`src/rtl/muldiv_pkg.sv`:
```
// Shared encodings and constants for the RV32M multiply/divide sequencer.
package muldiv_pkg;

  localparam logic [2:0] F3_MUL    = 3'b000;
  localparam logic [2:0] F3_MULH   = 3'b001;
  localparam logic [2:0] F3_MULHSU = 3'b010;
  localparam logic [2:0] F3_MULHU  = 3'b011;
  localparam logic [2:0] F3_DIV    = 3'b100;
  localparam logic [2:0] F3_DIVU   = 3'b101;
  localparam logic [2:0] F3_REM    = 3'b110;
  localparam logic [2:0] F3_REMU   = 3'b111;

  typedef enum logic [1:0] {
    S_IDLE = 2'd0,
    S_CALC = 2'd1,
    S_FIX  = 2'd2,
    S_DONE = 2'd3
  } state_e;

  localparam logic [31:0] DIV_ZERO_Q = 32'hFFFF_FFFF;
  localparam logic [31:0] OVF_Q      = 32'h8000_0000;

endpackage

```
`src/rtl/muldiv_sign_fix.sv`:
```
// Conditional two's-complement negate; used for operand magnitudes and final sign correction.
module muldiv_sign_fix #(
  parameter int unsigned W = 32
) (
  input  logic         neg,
  input  logic [W-1:0] din,
  output logic [W-1:0] dout
);

  assign dout = neg ? (~din + W'(1)) : din;

endmodule

```
`src/rtl/muldiv_seq.sv`:
```
// Iterative RV32M multiply/divide sequencer with start/stall/done handshake.
// Optional macro MULDIV_EARLY_OUT_EN: multiplies leave CALC once the multiplier is exhausted.
module muldiv_seq
  import muldiv_pkg::*;
#(
  parameter int unsigned XLEN  = 32,
  parameter int unsigned CNT_W = 6
) (
  input  logic            clk,
  input  logic            rst,
  input  logic            start,
  input  logic [2:0]      funct3,
  input  logic [XLEN-1:0] rs1_val,
  input  logic [XLEN-1:0] rs2_val,
  input  logic            flush,
  output logic            stall,
  output logic            busy,
  output logic            done,
  output logic [XLEN-1:0] result
);

  localparam int unsigned W2 = 2 * XLEN;

  state_e           state;
  logic [CNT_W-1:0] cnt;
  logic [2:0]       f3;
  logic             neg_res;
  logic [W2-1:0]    acc;
  logic [W2-1:0]    opa;
  logic [XLEN-1:0]  opb;

  // Accept-time decode
  logic            rs1_signed, rs2_signed, a_neg, b_neg, neg_in;
  logic            div_zero, ovf, special;
  logic [XLEN-1:0] abs_a, abs_b, special_res;
  logic [W2-1:0]   opa_init;
  logic [XLEN-1:0] opb_init;

  assign rs1_signed = (funct3 == F3_MULH) || (funct3 == F3_MULHSU) ||
                      (funct3 == F3_DIV)  || (funct3 == F3_REM);
  assign rs2_signed = (funct3 == F3_MULH) || (funct3 == F3_DIV) || (funct3 == F3_REM);
  assign a_neg      = rs1_signed & rs1_val[XLEN-1];
  assign b_neg      = rs2_signed & rs2_val[XLEN-1];
  // Remainder follows the dividend; everything else follows the sign product.
  assign neg_in     = (funct3 == F3_REM) ? a_neg : (a_neg ^ b_neg);

  muldiv_sign_fix #(.W(XLEN)) u_abs_a (.neg(a_neg), .din(rs1_val), .dout(abs_a));
  muldiv_sign_fix #(.W(XLEN)) u_abs_b (.neg(b_neg), .din(rs2_val), .dout(abs_b));

  assign div_zero = funct3[2] && (rs2_val == '0);
  assign ovf      = ((funct3 == F3_DIV) || (funct3 == F3_REM)) &&
                    (rs1_val == OVF_Q) && (rs2_val == '1);
  assign special  = div_zero | ovf;

  always_comb begin
    special_res = '0;
    if (div_zero) begin
      special_res = funct3[1] ? rs1_val : DIV_ZERO_Q;
    end else if (!funct3[1]) begin
      special_res = OVF_Q;
    end
  end

  // Divide keeps the divisor in opa and the dividend/quotient in opb.
  assign opa_init = funct3[2] ? {{XLEN{1'b0}}, abs_b} : {{XLEN{1'b0}}, abs_a};
  assign opb_init = funct3[2] ? abs_a : abs_b;

  // One iteration of the datapath
  logic [W2-1:0]   acc_nxt, opa_nxt;
  logic [XLEN-1:0] opb_nxt;
  logic [XLEN:0]   rem_sh, trial;
  logic            calc_last;

  always_comb begin
    acc_nxt = acc;
    opa_nxt = opa;
    opb_nxt = opb;
    rem_sh  = {acc[XLEN-1:0], opb[XLEN-1]};
    trial   = rem_sh - {1'b0, opa[XLEN-1:0]};
    if (f3[2]) begin
      acc_nxt = {{(XLEN-1){1'b0}}, (trial[XLEN] ? rem_sh : trial)};
      opb_nxt = {opb[XLEN-2:0], ~trial[XLEN]};
    end else begin
      acc_nxt = acc + (opb[0] ? opa : '0);
      opa_nxt = opa << 1;
      opb_nxt = opb >> 1;
    end
  end

`ifdef MULDIV_EARLY_OUT_EN
  assign calc_last = (cnt == CNT_W'(XLEN - 1)) || (!f3[2] && (opb_nxt == '0));
`else
  assign calc_last = (cnt == CNT_W'(XLEN - 1));
`endif

  // Final sign correction and selection
  logic [W2-1:0]   prod_fix;
  logic [XLEN-1:0] div_sel, div_fix, fix_res;

  assign div_sel = f3[1] ? acc[XLEN-1:0] : opb;

  muldiv_sign_fix #(.W(W2))   u_fix_prod (.neg(neg_res), .din(acc),     .dout(prod_fix));
  muldiv_sign_fix #(.W(XLEN)) u_fix_div  (.neg(neg_res), .din(div_sel), .dout(div_fix));

  assign fix_res = f3[2]            ? div_fix :
                   (f3 == F3_MUL)   ? prod_fix[XLEN-1:0] : prod_fix[W2-1:XLEN];

  assign stall = (start & ((state == S_IDLE) | (state == S_DONE)) & ~flush) | busy;

  always_ff @(posedge clk) begin
    if (rst) begin
      state   <= S_IDLE;
      busy    <= 1'b0;
      done    <= 1'b0;
      result  <= '0;
      cnt     <= '0;
      f3      <= '0;
      neg_res <= 1'b0;
      acc     <= '0;
      opa     <= '0;
      opb     <= '0;
    end else if (flush) begin
      state <= S_IDLE;
      busy  <= 1'b0;
      done  <= 1'b0;
    end else begin
      done <= 1'b0;
      case (state)
        S_IDLE, S_DONE: begin
          if (start) begin
            f3      <= funct3;
            neg_res <= neg_in;
            cnt     <= '0;
            acc     <= '0;
            opa     <= opa_init;
            opb     <= opb_init;
            if (special) begin
              result <= special_res;
              done   <= 1'b1;
              state  <= S_DONE;
            end else begin
              busy  <= 1'b1;
              state <= S_CALC;
            end
          end else begin
            state <= S_IDLE;
          end
        end
        S_CALC: begin
          acc <= acc_nxt;
          opa <= opa_nxt;
          opb <= opb_nxt;
          cnt <= cnt + CNT_W'(1);
          if (calc_last) begin
            state <= S_FIX;
          end
        end
        S_FIX: begin
          result <= fix_res;
          busy   <= 1'b0;
          done   <= 1'b1;
          state  <= S_DONE;
        end
        default: state <= S_IDLE;
      endcase
    end
  end

endmodule

```
`config.mk`:
```
export PLATFORM = sky130hd
export DESIGN_NAME = muldiv_seq
export DESIGN_NICKNAME = d
export VERILOG_FILES = /design/src/rtl/muldiv_pkg.sv /design/src/rtl/muldiv_sign_fix.sv /design/src/rtl/muldiv_seq.sv
export SDC_FILE = /design/constraint.sdc
export NUM_CORES = 1
export LEC_CHECK = 0
export ABC_CLOCK_PERIOD_IN_PS = 5970
export CAP_MARGIN = 0
export CORE_UTILIZATION = 60
export DETAILED_ROUTE_END_ITERATION = 10
export GPL_TIMING_DRIVEN = 0
export HOLD_SLACK_MARGIN = 0.03
export PLACE_DENSITY = 0.77
export SLEW_MARGIN = 20
export SYNTH_ARGS = -nofsm -noshare
export SYNTH_HDL_FRONTEND = slang
export SYNTH_HIERARCHICAL = 1
export SYNTH_SLANG_ARGS = --single-unit
```
`constraint.sdc`:
```
create_clock -name clk -period 5.97 [get_ports clk]
set_input_delay 1.791 -clock clk [delete_from_list [all_inputs] [get_ports clk]]
set_output_delay 1.791 -clock clk [all_outputs]
set_load 0.03 [all_outputs]
```
==> impl_metrics.tcl <==
set metrics [dict create \
    cts_buffer_depth 3 \
    drive_above_1_share_pct 7.89 \
    max_freq_ghz 0.173 \
    antenna_found_initial 3 \
    yosysSeqAreaShare_pct 20.0 \
    row_count 67 \
    grt_usage_pct 44.4 \
    pre_cts_slack_ns -0.0590 \
    cts_buffers 26 \
    syn-num-nets 2890 \
    port_buffers 102 \
    r2r_slack_ns 0.19 \
    grt_pass1_vias 20900 \
    drc 0 \
    hold_start "f3[0]" \
    n_antenna_cell 0 \
    start_util_pct 61.3 \
    cp-end-kind "flip-flop" \
    synth_edf_count 0 \
    pin_count 106 \
    synthCells 2714 \
    rsz0062_at_grt "no" \
    setup_viol 0 \
    reg2reg_from "acc[0]" \
    crit_arrival_ns 6.27 \
    mostFrequentLayoutCells "nand2_1, dfxtp_1, nor2_1" \
    dpl.hpwl_mm 64.1 \
    fin_cells 3312 \
    p_per_area_nw_per_um2 190 \
    die_h_um 188 \
    hold_class "flip-flop to flip-flop" \
    layout.nets 3020 \
    async_flop_share_pct 0 \
    chipWidth_um 188 \
    hold_end "f3[0]" \
    routed-via-count 22800 \
    total_power_w 0.00441 \
    cts-root-buf "clkbuf_16" \
    grt_pass1_wl_mm 122 \
    fin_worst_skew_ns 0.0161 \
    grt_overflow 0 \
    dp.cells 3264 \
    drt_iter0_drc 3078 \
    clkSlewWorstSetupHoldPaths_ns 0.07 \
    reg2reg_depth 18 \
    r2r-end "acc[31]" \
    cts_setup_buffers 0 \
    layout_commonest_cell "nand2_1" \
    vias_per_cell 6.90 \
    area_delta_synth_final_pct 12.2 \
    fin_crit_ns 5.78 \
    slew_headroom_pct 29.4 \
    worstSkewPairLatency_ns 0.57 \
    crit_type "flip-flop to flip-flop" \
    min_path_cells 2 \
    firstDrtPassIters 7 \
    syn_avg_cell_area_um2 7.62 \
    wl_mm 81.7 \
    gp_congestion 1.14 \
    ant_nets 0 \
    cts.sinks 206 \
    coreArea_um2 33700 \
    hold_slack_ns 0.474 \
    yosys_warnings 6 \
    cts_tree "done" \
    timing.final.crit_share_pct 96.8 \
    status "completed" \
    hold_viol 0 \
    maxSlewViolCount 0 \
    crit_required_ns 6.46 \
    crit_path_max_fanout 10 \
    ir_drop_mv 0.240 \
    h-tree-depth 1 \
    p_leak_nw 8.79 \
    grt_max_degree 14 \
    ys_types 94 \
    synth_seq_cells 206 \
    wl_per_cell_um 24.7 \
    worstSetupStartpointType "flip-flop" \
    die-area_um2 35200 \
    drv_cap 0 \
    synth_area_um2 20700 \
    ys.flop_type "dfxtp_1" \
    timing.setup.tns_ns 0 \
    worstMarginPinSlew_ns 1.06 \
    timing.final.ws_setup_ns 0.192 \
]
[worst max-delay path by stage]
stage / startpoint / endpoint / slack, ns
floorplan: flush / stall / 1.27
finish: acc[0] / acc[31] / 0.19
CTS: start / stall / 0.10
detailed placement: start / stall / -0.06
global placement: start / stall / -0.04
global route: acc[0] / acc[1] / 0.007
[stage by stage]
step,utilization (%),area [um2]
floorplan,-,20700
global placement,66.0,22300
detailed placement,66.0,22300
CTS,68.8,23200
global route,68.8,23200
finish,68.8,23200
[Yosys cell counts, drive strengths merged, types with 9 or more instances]
cell | n | area (um2)
nand2 | 218 | 821
dfxtp | 206 | 4120
nor2 | 202 | 766
o21ai | 199 | 1010
a21oi | 196 | 1000
xnor2 | 193 | 1690
clkbuf | 141 | 529
ha | 103 | 1290
nor3 | 101 | 510
a211oi | 99 | 758
nor2b | 82 | 513
inv | 76 | 285
mux2i | 76 | 761
and2 | 70 | 438
mux2 | 68 | 766
buf | 53 | 260
o31ai | 52 | 438
a22oi | 49 | 368
nand4 | 46 | 309
nor4 | 45 | 474
a21o | 43 | 324
nand3 | 42 | 210
o41ai | 41 | 487
xor2 | 39 | 342
nand2b | 37 | 239
a221oi | 34 | 298
o211ai | 21 | 163
o21bai | 18 | 139
or3 | 16 | 100
a31oi | 14 | 87.6
o21a | 14 | 105
or2 | 11 | 68.8
or4 | 11 | 93.8
a222oi | 9 | 90.1
and3 | 9 | 56.3
[power breakdown]
group	switching, W	total, W	leakage [nW]	internal, W
logic	0.000796	0.00122	6.68	0.000425
clock network	0.000702	0.00173	0.445	0.00103
registers	0.0000414	0.00145	1.67	0.00141
[routing by layer]
metal | routed length [um] | track usage, %
met1 | 32600 | 59.5
met2 | 33800 | 65.4
met3 | 10100 | 9.66
met4 | 5190 | 25.9
met5 | 15 | 0
[worst max-delay path, stage by stage, from the launching register on]
cell and delay, ns:
dfxtp_1 0.58, inv_1 0.12, fa_1 0.48, nor2b_1 0.13, o21a_1 0.14, o21ai_1 0.11, a21oi_1 0.31, a21oi_1 0.29
o21ai_2 0.30, a41oi_1 0.24, o31ai_1 0.51, nand3_1 0.13, nand2_1 0.09, ha_1 0.37, clkbuf_1 0.56, clkbuf_2 0.41
clkbuf_1 0.52, o211ai_1 0.20, o211ai_1 0.19
[what timing repair did]
item	in CTS	in global routing
cloned	0	0
hold buffers	0	0
endpoints found under the setup margin	1	12
gates resized for setup	1	2
[state kept, by name, indices dropped and copies added (netlist names)]
register  flops
acc          64
busy          1
cnt           6
done          1
f3            3
neg_res       1
opa          64
opb          32
result       32
state         2
[kinds of logic after synthesis]
logic type               count (synthesis)  synth area share, %
AO/OA/AOI/OAI                          839                 27.6
XOR/XNOR                               232                 9.83
adder cells (fa/ha/maj)                105                 6.43
buffers and inverters                  270                 5.20
flip-flops                             206                 20.0
multiplexers                           144                 7.38
AND/OR/NAND/NOR                        918                 23.6
[area by class of cell]
class                           instances  area [um2]
Fill cell                            2950       10500
Inverter                               76         285
Tap cell                              448         561
Clock inverter                         17         220
Multi-Input combinational cell       2238       15500
Sequential cell                       206        4120
Buffer                                194         792
Timing Repair Buffer                  102        1020
Clock buffer                           31         711
No activity file was read; power rests on OpenSTA's default activity.
